`src/rtl/sgm_path_scheduler.sv`:
```
// Left-to-right SGM path scheduler: walks one frame in raster order, feeds the 1D
// path aggregator with the previous pixel's costs and drains results through a one-entry output stage.

module aggregate_path_v #(
    parameter int MAX_DISP   = 16,
    parameter int P1_PENALTY = 8,
    parameter int P2_PENALTY = 128
) (
    input  logic [MAX_DISP*16-1:0] cost_i,
    input  logic [MAX_DISP*16-1:0] prev_i,
    input  logic [15:0]            min_prev_i,
    input  logic                   path_start_i,
    output logic [MAX_DISP*16-1:0] cost_o,
    output logic [15:0]            min_o
);
    localparam logic [15:0] P1 = P1_PENALTY[15:0];
    localparam logic [15:0] P2 = P2_PENALTY[15:0];

    logic [MAX_DISP-1:0][15:0] lane_l;
    logic [15:0]               far_c;

    assign far_c = min_prev_i + P2;

    for (genvar d = 0; d < MAX_DISP; d++) begin : g_lane
        logic [15:0] same_c, lo_c, hi_c, m_a, m_b, best;
        assign same_c = prev_i[d*16 +: 16];
        // Missing neighbours at the disparity edges never win the minimum.
        if (d > 0) begin : g_lo
            assign lo_c = prev_i[(d-1)*16 +: 16] + P1;
        end else begin : g_lo0
            assign lo_c = 16'hFFFF;
        end
        if (d < MAX_DISP-1) begin : g_hi
            assign hi_c = prev_i[(d+1)*16 +: 16] + P1;
        end else begin : g_hiN
            assign hi_c = 16'hFFFF;
        end
        assign m_a  = (same_c < lo_c) ? same_c : lo_c;
        assign m_b  = (hi_c < far_c) ? hi_c : far_c;
        assign best = (m_a < m_b) ? m_a : m_b;
        assign lane_l[d] = path_start_i ? cost_i[d*16 +: 16]
                                        : cost_i[d*16 +: 16] + best - min_prev_i;
    end

    assign cost_o = lane_l;

    always_comb begin
        min_o = lane_l[0];
        for (int d = 1; d < MAX_DISP; d++)
            if (lane_l[d] < min_o) min_o = lane_l[d];
    end
endmodule

module sgm_path_scheduler #(
    parameter int MAX_DISP   = 16,
    parameter int P1_PENALTY = 8,
    parameter int P2_PENALTY = 128,
    parameter int IMG_WIDTH  = 640,
    parameter int IMG_HEIGHT = 480
) (
    input  logic                   clk,
    input  logic                   rst_n,
    input  logic                   start,
    output logic                   busy,
    output logic                   frame_done,
    input  logic                   in_valid,
    output logic                   in_ready,
    input  logic [MAX_DISP*16-1:0] in_cost_flat,
    output logic                   out_valid,
    input  logic                   out_ready,
    output logic [MAX_DISP*16-1:0] out_cost_flat,
    output logic [15:0]            out_min_cost,
    output logic                   out_last_in_row,
    output logic                   out_last_in_frame
);
    localparam int COL_W = (IMG_WIDTH  > 1) ? $clog2(IMG_WIDTH)  : 1;
    localparam int ROW_W = (IMG_HEIGHT > 1) ? $clog2(IMG_HEIGHT) : 1;
    localparam logic [COL_W-1:0] COL_LAST = COL_W'(IMG_WIDTH - 1);
    localparam logic [ROW_W-1:0] ROW_LAST = ROW_W'(IMG_HEIGHT - 1);

    typedef enum logic [1:0] {S_IDLE, S_RUN, S_FLUSH, S_DONE} state_t;

    state_t                  state_q;
    logic [COL_W-1:0]        col_q;
    logic [ROW_W-1:0]        row_q;
    logic [MAX_DISP*16-1:0]  prev_q, out_cost_q, next_cost_d;
    logic [15:0]             prev_min_q, out_min_q, next_min_d;
    logic                    out_valid_q, last_row_q, last_frame_q;
    logic                    busy_q, done_q;
    logic                    accept, last_col, last_pix;

    aggregate_path_v #(
        .MAX_DISP  (MAX_DISP),
        .P1_PENALTY(P1_PENALTY),
        .P2_PENALTY(P2_PENALTY)
    ) u_agg (
        .cost_i      (in_cost_flat),
        .prev_i      (prev_q),
        .min_prev_i  (prev_min_q),
        .path_start_i(col_q == '0),
        .cost_o      (next_cost_d),
        .min_o       (next_min_d)
    );

    assign in_ready = (state_q == S_RUN) && (!out_valid_q || out_ready);
    assign accept   = in_valid && in_ready;
    assign last_col = (col_q == COL_LAST);
    assign last_pix = last_col && (row_q == ROW_LAST);

    always_ff @(posedge clk or negedge rst_n) begin
        if (!rst_n) begin
            state_q      <= S_IDLE;
            col_q        <= '0;
            row_q        <= '0;
            prev_q       <= '0;
            prev_min_q   <= '0;
            out_cost_q   <= '0;
            out_min_q    <= '0;
            out_valid_q  <= 1'b0;
            last_row_q   <= 1'b0;
            last_frame_q <= 1'b0;
            busy_q       <= 1'b0;
            done_q       <= 1'b0;
        end else begin
            case (state_q)
                S_IDLE: if (start) begin
                    state_q <= S_RUN;
                    busy_q  <= 1'b1;
                    col_q   <= '0;
                    row_q   <= '0;
                end
                S_RUN: if (accept && last_pix) state_q <= S_FLUSH;
                S_FLUSH: if (out_valid_q && out_ready) begin
                    state_q <= S_DONE;
                    busy_q  <= 1'b0;
                    done_q  <= 1'b1;
                end
                default: begin
                    state_q <= S_IDLE;
                    done_q  <= 1'b0;
                end
            endcase

            // A drain and a fresh accept in the same cycle reload the stage with no bubble.
            if (accept) begin
                out_cost_q   <= next_cost_d;
                out_min_q    <= next_min_d;
                prev_q       <= next_cost_d;
                prev_min_q   <= next_min_d;
                last_row_q   <= last_col;
                last_frame_q <= last_pix;
                out_valid_q  <= 1'b1;
                if (last_col) begin
                    col_q <= '0;
                    row_q <= (row_q == ROW_LAST) ? '0 : row_q + 1'b1;
                end else begin
                    col_q <= col_q + 1'b1;
                end
            end else if (out_ready) begin
                out_valid_q <= 1'b0;
            end
        end
    end

    assign busy              = busy_q;
    assign frame_done        = done_q;
    assign out_valid         = out_valid_q;
    assign out_cost_flat     = out_cost_q;
    assign out_min_cost      = out_min_q;
    assign out_last_in_row   = last_row_q;
    assign out_last_in_frame = last_frame_q;
endmodule

```
`config.mk`:
```
export PLATFORM = sky130hd
export DESIGN_NAME = sgm_path_scheduler
export DESIGN_NICKNAME = d
export VERILOG_FILES = /design/src/rtl/sgm_path_scheduler.sv
export SDC_FILE = /design/constraint.sdc
export NUM_CORES = 2
export LEC_CHECK = 0
export CORE_ASPECT_RATIO = 2
export CORE_MARGIN = 3
export CORE_UTILIZATION = 45
export CTS_CLUSTER_DIAMETER = 30
export DETAILED_ROUTE_END_ITERATION = 6
export SYNTH_ARGS = -nofsm -noshare
export SYNTH_HDL_FRONTEND = slang
export SYNTH_SLANG_ARGS = --single-unit
export TNS_END_PERCENT = 100
```
`constraint.sdc`:
```
create_clock -name clk -period 50.9 [get_ports clk]
set_input_delay 5.09 -clock clk [delete_from_list [all_inputs] [get_ports clk]]
set_output_delay 5.09 -clock clk [all_outputs]
set_load 0.03 [all_outputs]
```
== Word level (Yosys, flattened, before mapping) ==
Index checks and enable logic that the tools add are counted.
Operators by class
  add/sub/neg operators: 51
  $lt $le $gt $ge: 63
  equality and inequality tests: 7
  multiplexer cells: 99
  bitwise gates (word level): 1
  reduce and logical (&&, ||, !) cells: 18
Operators with widths (number)
  $mux W16: 79
  $lt A16 B16 Y1: 61
  $add A16 B16 Y16: 16
  $add A16 B4 Y16 const B: 16
  $sub A16 B16 Y16: 16
  $mux W9: 5
  $mux W10: 4
  $add A16 B8 Y16 const B: 1
  $lt A16 B16 Y1 const A: 1
  $lt A16 B16 Y1 const B: 1
  $add A10 B1 Y10 const B: 1
  $eq A10 B10 Y1 const B: 1
  $logic_not A10 Y1: 1
  $add A9 B1 Y9 const B: 1
  $eq A9 B9 Y1 const B: 1
  $reduce_bool A2 Y1: 4
  $mux W2: 3
  $pmux W2 S3: 1
  $reduce_and A3 Y1: 2
  $logic_and A1 B1 Y1: 5
  $mux W1: 5
  $ne A2 B2 Y1 const B: 2
  $pmux W1 S2: 2
  $reduce_and A2 Y1: 2
  8 further kinds: 8
Word-level totals
  bits in registers: 298
  input port bits: 261
  output and inout port bits: 278
  word-level logic and storage cells: 249

== Depth between registers and ports, before layout ==
  depth after elaboration: 38
  depth in mapped cells: 273
  mapped depth without buffers: 244

== Cells and area by module ==
Synthesis repeated with hierarchy kept, for this count alone.
Second synthesis, totals
  cells, all modules: 8374
  area, all modules: 64079.0 um2
By module, submodules not included
  aggregate_path_v: times used 1, cells each 7068, area an instance 52554.2 um2, seq. area each 0.0 um2
  sgm_path_scheduler: times used 1, cells each 1306, area an instance 11524.8 um2, seq. area each 7457.2 um2

== Worst setup path before layout ==
OpenSTA, ideal clock, no wires.
  path kind: flip-flop to flip-flop
  start: register, netlist name out_min_cost[1]
  end: register out_min_q[2] (netlist: out_min_cost[2])
  setup time: 0.195 ns
  data arrival time: 45.438 ns
  data required time: 50.705 ns
  path slack: 5.267 ns
  cell stages (with the launch flop): 258
  path buffers: 28
  period minus slack after synthesis: 45.633 ns
  path through: dfrtp_1 > inv_1 > clkbuf_1 > ha_1 > a21o_1 > a21o_1 > a21o_1 > a21o_1 > a21o_1 > a211oi_1 > o21a_1 > o21ai_0 > clkbuf_1 > clkbuf_1 > nand2_1 > o21ai_0 > ha_1 > a21o_1 > [222 not listed] > a21oi_4 > buf_4 > mux2i_1 > ha_1 > nor2b_1 > o21ai_0 > nand2b_1 > a21oi_1 > nor2b_1 > o21ai_0 > nand2b_1 > a221oi_1 > nand2_1 > o31a_1 > buf_6 > buf_6 > o21ai_1 > o22ai_1
RTL lines
  to (signal assigned): line 147  | out_min_q <= next_min_d;
  to (decl): line 87  | logic [15:0] prev_min_q, out_min_q, next_min_d;

==> out/metrics.json <==
{
  "wl_mm": 341.5,
  "critical-path-top-cell-by-count": "a21oi_1",
  "routed-via-count": 67528,
  "use_met2_pct": 75.60,
  "tritoncts.num_buffers": 96,
  "final_min_period_over_clock_period_pct": 93.64,
  "clock.fmax_mhz": 20.98,
  "total_buffers_and_inverters_traversed_by_the_critical_path": 16,
  "async_flop_share_pct": 100.0,
  "cts_tree": "yes",
  "crit_path_start_kind": "flip-flop",
  "critical_path.endpoint_type": "flip-flop",
  "ios": 539,
  "synth.lib_cells_used.distinct": 106,
  "drt_iter0_drc": 5470,
  "grt_start_max_net_pins": 151,
  "dr.pass1.iters": 7,
  "synth_top_area_share_pct": 22.76,
  "max_slew_margin_pct": -6.965,
  "required_ps": 51490,
  "tritoncts_num_sinks": 298,
  "number_of_nets_still_failing_antenna_checks_after_routing": 0,
  "grt_util_all_layers_pct": 45.30,
  "grt_pass1_wl_mm": 477.7,
  "maxCapViolations": 2,
  "synthesis.nets": 9926,
  "hold_path.class": "flip-flop to flip-flop",
  "design.die.area_um2": 147400,
  "start_util_pct": 45.41,
  "syn-instance-count": 8258,
  "criticalPathCategory": "flip-flop to flip-flop",
  "grt_util_met3_pct": 12.05,
  "number_of_buffers_inserted_by_port_buffering": 538,
  "clk_latency_ps": 730,
  "clkTransAtPathRegs_ps": 50,
  "gp_routability_congestion": 1.059,
  "cts-root-to-sink-buffers": 3,
  "report.final.setup_viol": 0,
  "die-height_um": 539.9,
  "final.min_clock_period_ps": 47660,
  "via_count_of_the_first_global_routing_pass": 67677,
  "postSynthAreaPerCell_um2": 7.768,
  "worst_path_largest_cell_delay_ps": 600,
  "multi_input_area_um2": 53010,
  "use_met1_pct": 42.56,
  "worst-endpoint-arrival_ps": 48250,
  "status": "finished, violations left",
  "fp_rows": 195,
  "synth_largest_area_cell": "ha_1",
  "hold_viol": 0,
  "ys_seq_area_share_pct": 11.63,
  "holdWs_ps": 476.2,
  "area_contributors_post_synth": "ha_1 23%, dfrtp_1 12%, fa_1 7.5%",
  "routed_via_density": 6.237,
  "synth-seq-cells": 298,
  "slowest_stage": "dfrtp_1",
  "critical_path_peak_fanout": 30,
  "area_growth_pct": 19.79,
  "tightestPinTransition_ps": 1588,
  "synth_edf_count": 0,
  "seq_area_um2": 7463,
  "drc_violation_count_after_routing": 4,
  "fillers": 13473,
  "cts-htree-levels": 3,
  "overflow_after_grt": 0,
  "clock_skew_ps": 55.00,
  "core_um2": 141300,
  "failed_checks": "design-rule violations, max-capacitance violations, max-slew violations",
  "drv_slew": 6,
  "num-nets-final": 10520,
  "final_layout_size_suffix_gt1_share_pct": 9.021,
  "dieWidth_um": 273.0,
  "worst_path_dominant_cell_family": "compound AO/OA/AOI/OAI gates",
  "synth_top_flop_cell": "dfrtp_1",
  "routedWlPerCell_um": 31.54,
  "synthesis_warnings": 0,
  "grt_antenna_before_repair": 34,
  "post-dp-hpwl_mm": 272.7,
  "grt-busiest-layer": "met2",
  "clock_tree_root_buffer_cell": "clkbuf_16",
  "netlist_area_um2": 64140
}
-- final timing paths --
kind                                                  end                           from  slack (ps)  depth (start not counted)
max                           out_min_cost[4]$_DFFE_PN0P_   out_min_cost[13]$_DFFE_PN0P_        3240                        234
min                         out_last_in_frame$_DFFE_PN0P_  out_last_in_frame$_DFFE_PN0P_         480                          2
max reg2reg                   out_min_cost[4]$_DFFE_PN0P_   out_min_cost[13]$_DFFE_PN0P_        3240                        234
min reg2reg                 out_last_in_frame$_DFFE_PN0P_  out_last_in_frame$_DFFE_PN0P_         480                          2
max in group asynchronous  out_cost_flat[213]$_DFFE_PN0P_                          rst_n       44430                          3
min in group asynchronous   out_cost_flat[72]$_DFFE_PN0P_                          rst_n        4290                          1
-- per-layer routing --
layer,up-vias,wire (um),part of all wire (%)
li1,30236,-,-
met1,32142,107000,31
met2,3572,159000,47
met3,1556,27660,8.1
met4,22,47690,14
met5,-,141,0.041
-- cells in the mapped netlist, drive strengths merged (23+ instances only) --
cell type  instances
nor2b             67
and3              73
nand4             76
a211oi            23
o21ai            692
a21oi            717
dfrtp            298
mux2             185
and2              24
nor2             512
ha              1167
o21bai           154
clkbuf           256
a31o              38
nor3              59
fa               240
mux2i            273
a21o             438
or3               25
xnor2            324
o21a              71
nand2           1037
inv              756
a31oi             43
o31ai             23
o211ai            42
xor2             107
buf               56
nand3            152
nand2b            94
-- what timing repair did --
item	in CTS	in global routing
endpoints found under the setup margin	0	16
hold buffers	0	0
gates resized for setup	0	46
buffers inserted	0	19
-- cells by family (layout without fill, tap and decap cells) --
logic type,count (synthesis),count (layout),share of synthesized area (%)
simple gates,2183,2183,15.01
buf+inv,1069,1745,6.349
mux,458,458,7.520
flops,298,298,11.63
compound gates,2398,2399,23.12
other cells,0,21,0
fa+ha+maj,1420,1420,30.46
xor+xnor,432,432,5.920
-- registers in the layout (all words and copies together), names as in the netlist --
signal,cells
state_q,2
busy,1
frame_done,1
out_cost_flat,256
row_q,9
out_valid,1
out_last_in_row,1
col_q,10
out_last_in_frame,1
out_min_cost,16
-- tightest hold or removal path, stage by stage, from the launching register on --
cell and delay, ps:
dfrtp_1 330, nand2_1 50, nand2_1 60
-- area by class of cell --
class,count,area share (%)
diodes,21,0.06839
clock buffers,110,3.366
clock inverters,71,1.399
inverters,757,3.704
multi-input cells,6892,68.98
flip-flops and latches,298,9.713
well taps,1871,3.047
repair buffers,807,9.721
-- cell usage in the layout, fill, tap and decap left out, drive strengths merged, types with 23 or more instances in the layout --
cell type      instances
nand4                 76
mux2                 185
nor2                 512
nand2               1037
bufinv                25
clkinv                35
a211oi                23
a31oi                 43
o21bai               154
xor2                 107
dfrtp                298
nor3                  59
or3                   25
o211ai                42
a21oi                717
mux2i                273
a21o                 438
o31ai                 23
fa                   240
ha                  1167
nand3                152
o21ai                692
clkdlybuf4s50        537
inv                  759
a31o                  38
o21a                  71
xnor2                324
and3                  73
and2                  24
nand2b                94
clkbuf               113
nor2b                 67
buf                  267
-- metrics by stage --
stage / cells / setup slack [ps] / util, % / cell area [um2] / setup TNS [ps]
floorplan: 8258 / 5267 / - / 64140 / 0
global placement: 10601 / 1184 / 51.54 / 72810 / 0
detailed placement: 10601 / 426.5 / 51.54 / 72810 / 0
CTS: 10782 / 307.0 / 54.13 / 76470 / 0
global route: 10813 / -151.9 / 54.37 / 76810 / -2035
finish: 10827 / 3236 / 54.39 / 76840 / 0
Power is not shown: default switching activity piles up to over one toggle a cycle in this logic, so the estimate is an artifact.
